==> src/rtl/ps2_kbd_ctrl.sv <==
// PS/2 set-2 scan-code decoder: drains the receiver FIFO, tracks modifiers
// and errors, and presents whole key events over a valid/ack handshake.
// Ports:
//   clk, rst                      clock, sync active-high reset
//   kbd_ready, kbd_data           FIFO non-empty flag and head byte
//   kbd_overflow                  sticky FIFO overflow from the receiver
//   kbd_read                      pop strobe back to the FIFO
//   evt_valid, evt_code, evt_ext  event register contents
//   evt_rel, evt_mods             break flag, {caps,alt,ctrl,shift}
//   evt_ack                       consumer pops the event
//   err_status, err_clr           sticky {timeout,kbd_err,overflow}, clear
module ps2_kbd_ctrl #(
  parameter int unsigned TIMEOUT_CYCLES = 2000000
) (
  input  logic       clk,
  input  logic       rst,
  input  logic       kbd_ready,
  input  logic [7:0] kbd_data,
  input  logic       kbd_overflow,
  output logic       kbd_read,
  output logic       evt_valid,
  output logic [7:0] evt_code,
  output logic       evt_ext,
  output logic       evt_rel,
  output logic [3:0] evt_mods,
  input  logic       evt_ack,
  output logic [2:0] err_status,
  input  logic       err_clr
);

  localparam int TW = $clog2(TIMEOUT_CYCLES + 1);
  localparam logic [TW-1:0] T_LAST = TW'(TIMEOUT_CYCLES - 1);

  typedef enum logic [2:0] {
    S_IDLE,
    S_EXT,
    S_REL,
    S_EXT_REL,
    S_PAUSE
  } state_t;

  state_t        state, n_state;
  logic [TW-1:0] timer;
  logic [2:0]    pcnt, n_pcnt;

  logic lsh, rsh, lctl, rctl, lalt, ralt;
  logic caps_held, caps;
  logic n_lsh, n_rsh, n_lctl, n_rctl;
  logic n_lalt, n_ralt, n_caps_held, n_caps;

  logic       stall;
  logic       emit, e_ext, e_rel, e_pause;
  logic [7:0] e_code;
  logic       kerr, tmo;
  logic       fake;

  assign stall    = evt_valid & ~evt_ack;
  assign kbd_read = ~rst & kbd_ready & ~stall;
  assign fake     = (kbd_data == 8'h12) | (kbd_data == 8'h59);

  // Byte-driven sequence decoder
  always_comb begin
    n_state = state;
    n_pcnt  = pcnt;
    emit    = 1'b0;
    e_ext   = 1'b0;
    e_rel   = 1'b0;
    e_pause = 1'b0;
    e_code  = kbd_data;
    kerr    = 1'b0;
    if (kbd_read) begin
      unique case (state)
        S_IDLE: begin
          unique case (1'b1)
            kbd_data == 8'hE0: n_state = S_EXT;
            kbd_data == 8'hF0: n_state = S_REL;
            kbd_data == 8'hE1: begin
              n_state = S_PAUSE;
              n_pcnt  = 3'd7;
            end
            kbd_data == 8'hAA: ;
            kbd_data == 8'h00,
            kbd_data == 8'hFF: kerr = 1'b1;
            default: emit = 1'b1;
          endcase
        end
        S_EXT: begin
          unique case (1'b1)
            kbd_data == 8'hF0: n_state = S_EXT_REL;
            kbd_data == 8'hE0,
            kbd_data == 8'hE1: ;
            fake: n_state = S_IDLE;
            default: begin
              emit    = 1'b1;
              e_ext   = 1'b1;
              n_state = S_IDLE;
            end
          endcase
        end
        S_REL: begin
          emit    = 1'b1;
          e_rel   = 1'b1;
          n_state = S_IDLE;
        end
        S_EXT_REL: begin
          n_state = S_IDLE;
          if (!fake) begin
            emit  = 1'b1;
            e_ext = 1'b1;
            e_rel = 1'b1;
          end
        end
        S_PAUSE: begin
          n_pcnt = pcnt - 3'd1;
          if (pcnt == 3'd1) begin
            emit    = 1'b1;
            e_ext   = 1'b1;
            e_pause = 1'b1;
            e_code  = 8'hE1;
            n_state = S_IDLE;
          end
        end
        default: n_state = S_IDLE;
      endcase
    end
  end

  // Modifier state after applying the emitted event
  always_comb begin
    n_lsh       = lsh;
    n_rsh       = rsh;
    n_lctl      = lctl;
    n_rctl      = rctl;
    n_lalt      = lalt;
    n_ralt      = ralt;
    n_caps_held = caps_held;
    n_caps      = caps;
    if (emit && !e_pause) begin
      if (!e_ext) begin
        if (e_code == 8'h12) n_lsh  = ~e_rel;
        if (e_code == 8'h59) n_rsh  = ~e_rel;
        if (e_code == 8'h14) n_lctl = ~e_rel;
        if (e_code == 8'h11) n_lalt = ~e_rel;
        if (e_code == 8'h58) begin
          // Typematic repeats arrive while held and must not toggle
          if (!e_rel && !caps_held) n_caps = ~caps;
          n_caps_held = ~e_rel;
        end
      end else begin
        if (e_code == 8'h14) n_rctl = ~e_rel;
        if (e_code == 8'h11) n_ralt = ~e_rel;
      end
    end
  end

  assign tmo = ~kbd_read & (state != S_IDLE) & (timer == T_LAST);

  always_ff @(posedge clk) begin
    if (rst) begin
      state      <= S_IDLE;
      timer      <= '0;
      pcnt       <= '0;
      lsh        <= 1'b0;
      rsh        <= 1'b0;
      lctl       <= 1'b0;
      rctl       <= 1'b0;
      lalt       <= 1'b0;
      ralt       <= 1'b0;
      caps_held  <= 1'b0;
      caps       <= 1'b0;
      evt_valid  <= 1'b0;
      evt_code   <= '0;
      evt_ext    <= 1'b0;
      evt_rel    <= 1'b0;
      evt_mods   <= '0;
      err_status <= '0;
    end else begin
      if (kbd_read) begin
        state <= n_state;
        pcnt  <= n_pcnt;
        timer <= '0;
      end else if (tmo) begin
        state <= S_IDLE;
        pcnt  <= '0;
        timer <= '0;
      end else if (state != S_IDLE) begin
        timer <= timer + 1'b1;
      end

      lsh       <= n_lsh;
      rsh       <= n_rsh;
      lctl      <= n_lctl;
      rctl      <= n_rctl;
      lalt      <= n_lalt;
      ralt      <= n_ralt;
      caps_held <= n_caps_held;
      caps      <= n_caps;

      if (emit) begin
        evt_valid <= 1'b1;
        evt_code  <= e_code;
        evt_ext   <= e_ext;
        evt_rel   <= e_rel;
        evt_mods  <= {n_caps, n_lalt | n_ralt,
                      n_lctl | n_rctl, n_lsh | n_rsh};
      end else if (evt_ack) begin
        evt_valid <= 1'b0;
      end

      err_status <= {tmo, kerr, kbd_overflow}
                  | (err_status & ~{3{err_clr}});
    end
  end

endmodule

==> config.mk <==
export PLATFORM = sky130hd
export DESIGN_NAME = ps2_kbd_ctrl
export DESIGN_NICKNAME = d
export VERILOG_FILES = /design/src/rtl/ps2_kbd_ctrl.sv
export SDC_FILE = /design/constraint.sdc
export NUM_CORES = 1
export LEC_CHECK = 0
export CAP_MARGIN = 20
export CORE_MARGIN = 10
export CORE_UTILIZATION = 62
export CTS_BUF_LIST = sky130_fd_sc_hd__clkbuf_8
export CTS_CLUSTER_DIAMETER = 150
export DETAILED_ROUTE_END_ITERATION = 6
export PLACE_DENSITY = 0.88
export SYNTH_ARGS = -nofsm -noshare
export SYNTH_HDL_FRONTEND = slang
export SYNTH_SLANG_ARGS = --single-unit
==> constraint.sdc <==
create_clock -name clk -period 5 [get_ports clk]
set_input_delay 1 -clock clk [delete_from_list [all_inputs] [get_ports clk]]
set_output_delay 1 -clock clk [all_outputs]
set_load 0.02 [all_outputs]
Word level (Yosys, flattened, before mapping). Cells that the tools add are included.

Flip-flop bits (word level): 53. Output and inout port bits: 19.

Reduce and logical (&&, ||, !) cells: 18. Add/sub/neg operators: 2. Bitwise operators: 19. Equality and inequality tests: 23. Mux-type cells: 51.

Operators with widths (number): $eq A8 B8 Y1 const B (5); $mux W1 (36); $eq A8 B5 Y1 const B (4); $eq A8 B7 Y1 const B (3); $mux W8 (3); $add A21 B1 Y21 const B (1); $eq A21 B21 Y1 const B (1); $pmux W3 S3 (2); $mux W3 (5); $pmux W3 S2 (2); $ne A3 B3 Y1 const B (3); $logic_not A8 Y1 (1); $not A1 Y1 (7); $eq A3 B1 Y1 const B (2); $eq A3 B2 Y1 const B (2); $reduce_and A3 Y1 (2); $reduce_or A6 Y1 (1); $and A1 B1 Y1 (5); $ne A5 B5 Y1 const B (1); $pmux W1 S5 (1); $or A1 B1 Y1 (4); $reduce_and A4 Y1 (1); $reduce_bool A2 Y1 (2); $reduce_or A2 Y1 (2); 14 further kinds (17).

Depth between registers and ports, before layout.
Word-level depth: 11. Mapped depth: 11.

Worst setup path before layout. OpenSTA, ideal clock, no wires.

Path type: in2reg. Start point: input rst. End point: register caps. Path slack: 1854 ps. Cell stages on the path: 11. Data arrival time: 3019 ps. Cell sequence: buf_2 > nor2b_1 > nand2_1 > clkinv_1 > and3_1 > clkbuf_1 > a21o_1 > buf_6 > or4_1 > xor2_1 > nor2_1.

Longest elaborated chain between the ends: 10. Elaborated cells between the ends (all ways): 17.

RTL lines: start: declaration (RTL line 16) `input logic rst,`; $not A1 Y1 (*) (RTL line 58) `assign kbd_read = ~rst & kbd_ready & ~stall;`; $and A1 B1 Y1 (*) (2 in a row) (RTL line 58); net kbd_read (RTL line 20) `output logic kbd_read,`; $mux W1 (RTL line 71) `if (kbd_read) begin`; $logic_not A1 Y1 (RTL line 146) `if (!e_rel && !caps_held) n_caps = ~caps;`; $logic_and A1 B1 Y1 (RTL line 146); $mux W1 (RTL line 146); $mux W1 (RTL line 144) `if (e_code == 8'h58) begin`; $mux W1 (RTL line 139) `if (!e_ext) begin`; $mux W1 (*) (RTL line 138) `if (emit && !e_pause) begin`; end signal: assignment (RTL line 197) `caps <= n_caps;`; end: declaration (RTL line 47) `logic caps_held, caps;`.

The timed path passes the listed nets; every way through them passes the cells marked *. A chain may end at the register's enable or synchronous reset.

Final worst setup path.
Start point: input kbd_ready. End point: output kbd_read.

Longest elaborated chain between the ends: 2.

RTL lines: start: declaration (RTL line 17) `input logic kbd_ready,`; $and A1 B1 Y1 (2 in a row) (RTL line 58); end: declaration (RTL line 20).

No other way between the ends.

==> summary.log <==
qor: worst_setup_path.worstPathArrival 2.82 ns
qor: logic_synthesis.seq_area_frac_synth 40.09%
qor: cts.cts_max_level 2
qor: detailed_routing.ant_nets 0
qor: logic_synthesis.syn_inst 327
qor: floorplan.die_x 85.33 um
qor: placed_design.place.gp.congestion 0.9164
qor: worst_setup_path.critical_path.cell_chain clkdlybuf4s50_1 > nor2b_1 > nand2_1 > clkinv_1 > clkdlybuf4s50_1
qor: layout.diodes_inserted 0
qor: logic_synthesis.synth_enable_flop_cells 0
qor: cts.tritoncts.num_buffers 5
qor: timing.totalNegativeSetupSlack 0 ns
qor: layout.most_frequent_cells_in_the_layout dfxtp_1, nor2_1, clkdlybuf4s50_1, a21oi_1, nand2_1
qor: worst_setup_path.critical_path_capture_point_type primary output
qor: worst_setup_path.slowest_delay 0.64 ns
qor: global_routing.grt_overflow 0
qor: timing.final.setup_skew 0.009487 ns
qor: layout.final_layout_size_suffix_gt1_share 5.682%
qor: cts.cts_repair_resize_count 0
qor: cts.cts_num_sinks 53
qor: global_routing.grt_pass1_vias 2287
qor: power.leakage 1.040 nW
qor: timing.final_max_slew_viol_count 0
qor: floorplan.rows 23
qor: cts.clk_latency 0.31 ns
qor: detailed_routing.drt_first_iter_violations 287
qor: logic_synthesis.number_of_synthesized_register_bits 53
qor: timing.setup-violations-final 0
qor: flow_run.drv.max_cap_violation_count 0
qor: layout.ff_latch_area 1061 um^2
qor: cts.cts_tree done
qor: power.powerDensity 240.6 nW/um^2
qor: floorplan.die_boundary_height 85.33 um
qor: cts.clockBufferDepth 2
qor: floorplan.core_region_area 4058 um^2
qor: logic_synthesis.yosysWarnings 0
qor: detailed_routing.drt-pass1-iter-count 4
qor: logic_synthesis.yosys-top-cells-area dfxtp_1, nor2_1, a21oi_1, xnor2_1, nand2_1
qor: layout.area_delta_synth_final 15.37%
qor: placed_design.detailedPlacementHpwl 4352 um
qor: logic_synthesis.synth_cell_type_count 51
qor: logic_synthesis.mapped_avg_cell_area 8.093 um^2
qor: logic_synthesis.post-synth-top-area-cell dfxtp_1
qor: timing.layout_worst_path_cycle_share 76.31%
qor: logic_synthesis.synth.top_cell.area_share 40.09%
qor: layout.final.fill_count 311
qor: timing.finalHoldWorstSlack 0.4543 ns
qor: global_routing.pin_count_of_the_biggest_net_entering_global_routing 35
qor: power.vdd_ir_drop_max 0.0001892 V
qor: floorplan.initial_utilization 65.22%
qor: timing.grt_setup_unrepaired false
qor: cts.cts_hold_buf 0
qor: logic_synthesis.syn_nets 344
qor: worst_setup_path.timing.reg2reg.setup_slack 2.19 ns
qor: worst_setup_path.path_buf_inv 3
qor: worst_setup_path.type_of_origin_of_the_critical_path input port
qor: global_routing.grt_first_pass_wirelength 10540 um
qor: floorplan.pin_count 33
qor: worst_setup_path.timing_worst_setup_path_type input port to primary output
qor: detailed_routing.num_vias 2394
qor: worst_setup_path.critical-path-slowest-cell clkdlybuf4s50_1
qor: timing.relSlewSlack 38.84%
qor: cts.root_buffer clkbuf_8
qor: timing.hold_fails_final_rpt 0
qor: layout.final_nets 368
qor: logic_synthesis.synth_async_sr_flop_share 0%
qor: cts.cts_setup_buffers 0
qor: detailed_routing.detail_route.vias_per_cell 5.955
qor: timing.tightestPinTransition 0.9090 ns
qor: layout.mostFrequentLayoutCell dfxtp_1
qor: floorplan.dieArea 7281 um^2
qor: outcome.status complete, no violations
qor: detailed_routing.postRouteWirelength 6010 um
qor: placed_design.numPortBuffers 32
qor: logic_synthesis.ys.flop_type dfxtp_1
qor: logic_synthesis.synth_area 2646 um^2
qor: hold_path.worstHoldPathType flop to flop
qor: worst_setup_path.timing.critical_path.fanout_max 9
qor: timing.min_period 3.815 ns
qor: layout.multi_input_area 1469 um^2
qor: cts.clkTransAtPathRegs 0.08 ns
qor: detailed_routing.wl_per_cell 14.95 um
qor: global_routing.antenna_found_initial 0
qor: worst_setup_path.critical-path-top-delay-family buffers and inverters
qor: worst_setup_path.cp_common_cell clkdlybuf4s50_1
qor: worst_setup_path.critPathRequiredTime 4.00 ns
qor: global_routing.grt_use_total 17.16%
qor: timing.achievable-frequency 262.1 MHz
qor: detailed_routing.detail_route.drc_violations 0
-- where the power goes --
group	total (mW)	switching, mW	internal, mW
clock network	0.233	0.138	0.0953
registers	0.430	0.00268	0.427
logic	0.0714	0.0424	0.0290
total	0.735	0.183	0.552
-- cell type report --
type	instances	share of cell area [%]
Sequential cell	53	34.75
Clock inverter	3	0.4918
Multi-Input combinational cell	246	48.11
Timing Repair Buffer	34	10.98
Clock buffer	5	2.254
Inverter	11	1.352
Tap cell	50	2.049
-- metrics by stage --
stage | std cells | utilization [%] | area [um^2] | setup slack (ns) | power [mW]
6_report | 402 | 75.24 | 3053 | 1.185 | 0.7346
5_1_grt | 402 | 75.24 | 3053 | 1.017 | 0.7627
4_1_cts | 402 | 75.24 | 3053 | 1.201 | 0.7400
3_3_place_gp | 394 | 73.17 | 2969 | 1.174 | 0.5097
2_1_floorplan | 327 | - | 2646 | 1.854 | 0.4781
3_5_place_dp | 394 | 73.17 | 2969 | 1.066 | 0.5112
-- cell families (layout without fill, tap and decap cells) --
family / after synthesis / after routing / share of synthesized area, %
AOI/OAI and AO/OA: 59 / 59 / 14.42
adders and majority gates: 3 / 3 / 1.419
and+or+nand+nor: 163 / 163 / 32.72
DFF: 53 / 53 / 40.09
buffers and inverters: 28 / 53 / 4.397
xor gates and xnor gates: 21 / 21 / 6.950
-- worst paths after layout --
check / startpoint / end / cells past startpoint
hold / removal: evt_code[3]$_SDFFE_PP0P_ / evt_code[3]$_SDFFE_PP0P_ / 2
hold reg to reg: evt_code[3]$_SDFFE_PP0P_ / evt_code[3]$_SDFFE_PP0P_ / 2
setup / recovery: kbd_ready / kbd_read / 5
setup reg to reg: state[2]$_SDFFE_PP0P_ / evt_mods[2]$_SDFFE_PP0P_ / 6
-- routing by layer --
metal	global-route usage, %	wire length (um)	share of wire, %	vias up
li1	-	-	-	1203
met2	25.68	2671	44	74
met5	0	0	0	-
met1	22.16	2826	47	1107
met4	7.036	96	1.6	0
met3	5.449	416	6.9	10
-- sequential cells by signal, summed over array words and instances (netlist names) --
| name | count |
|---|---|
| timer | 21 |
| evt_code | 8 |
| evt_mods | 4 |
| err_status | 3 |
| pcnt | 3 |
| state | 3 |
| caps | 1 |
| caps_held | 1 |
| evt_ext | 1 |
| evt_rel | 1 |
| evt_valid | 1 |
| lalt | 1 |
| lctl | 1 |
| lsh | 1 |
| ralt | 1 |
| rctl | 1 |
| rsh | 1 |
-- Yosys cell counts, drive strengths merged, types with 2 or more instances --
cell,number
nor4,7
nor3b,5
nor3,16
nor4b,2
inv,10
or3,4
buf,4
nand2,24
nand4,6
nand3,12
a21oi,26
xnor2,13
nor2,52
a21o,4
nor2b,6
o21ai,6
nand2b,3
and3,7
o22ai,2
dfxtp,53
a311oi,3
a211oi,6
a31oi,2
nand3b,2
and4,3
or4,7
ha,3
o41ai,2
or4b,2
xor2,8
a22oi,3
clkbuf,13
and2,3
-- worst reg2reg max path: cells and delay by family, from the launching register on --
family | cells | cell delay [ns]
compound gates | 1 | 0.13
flops | 1 | 0.52
simple gates | 5 | 2.10
No activity file was read; power rests on OpenSTA's default activity.
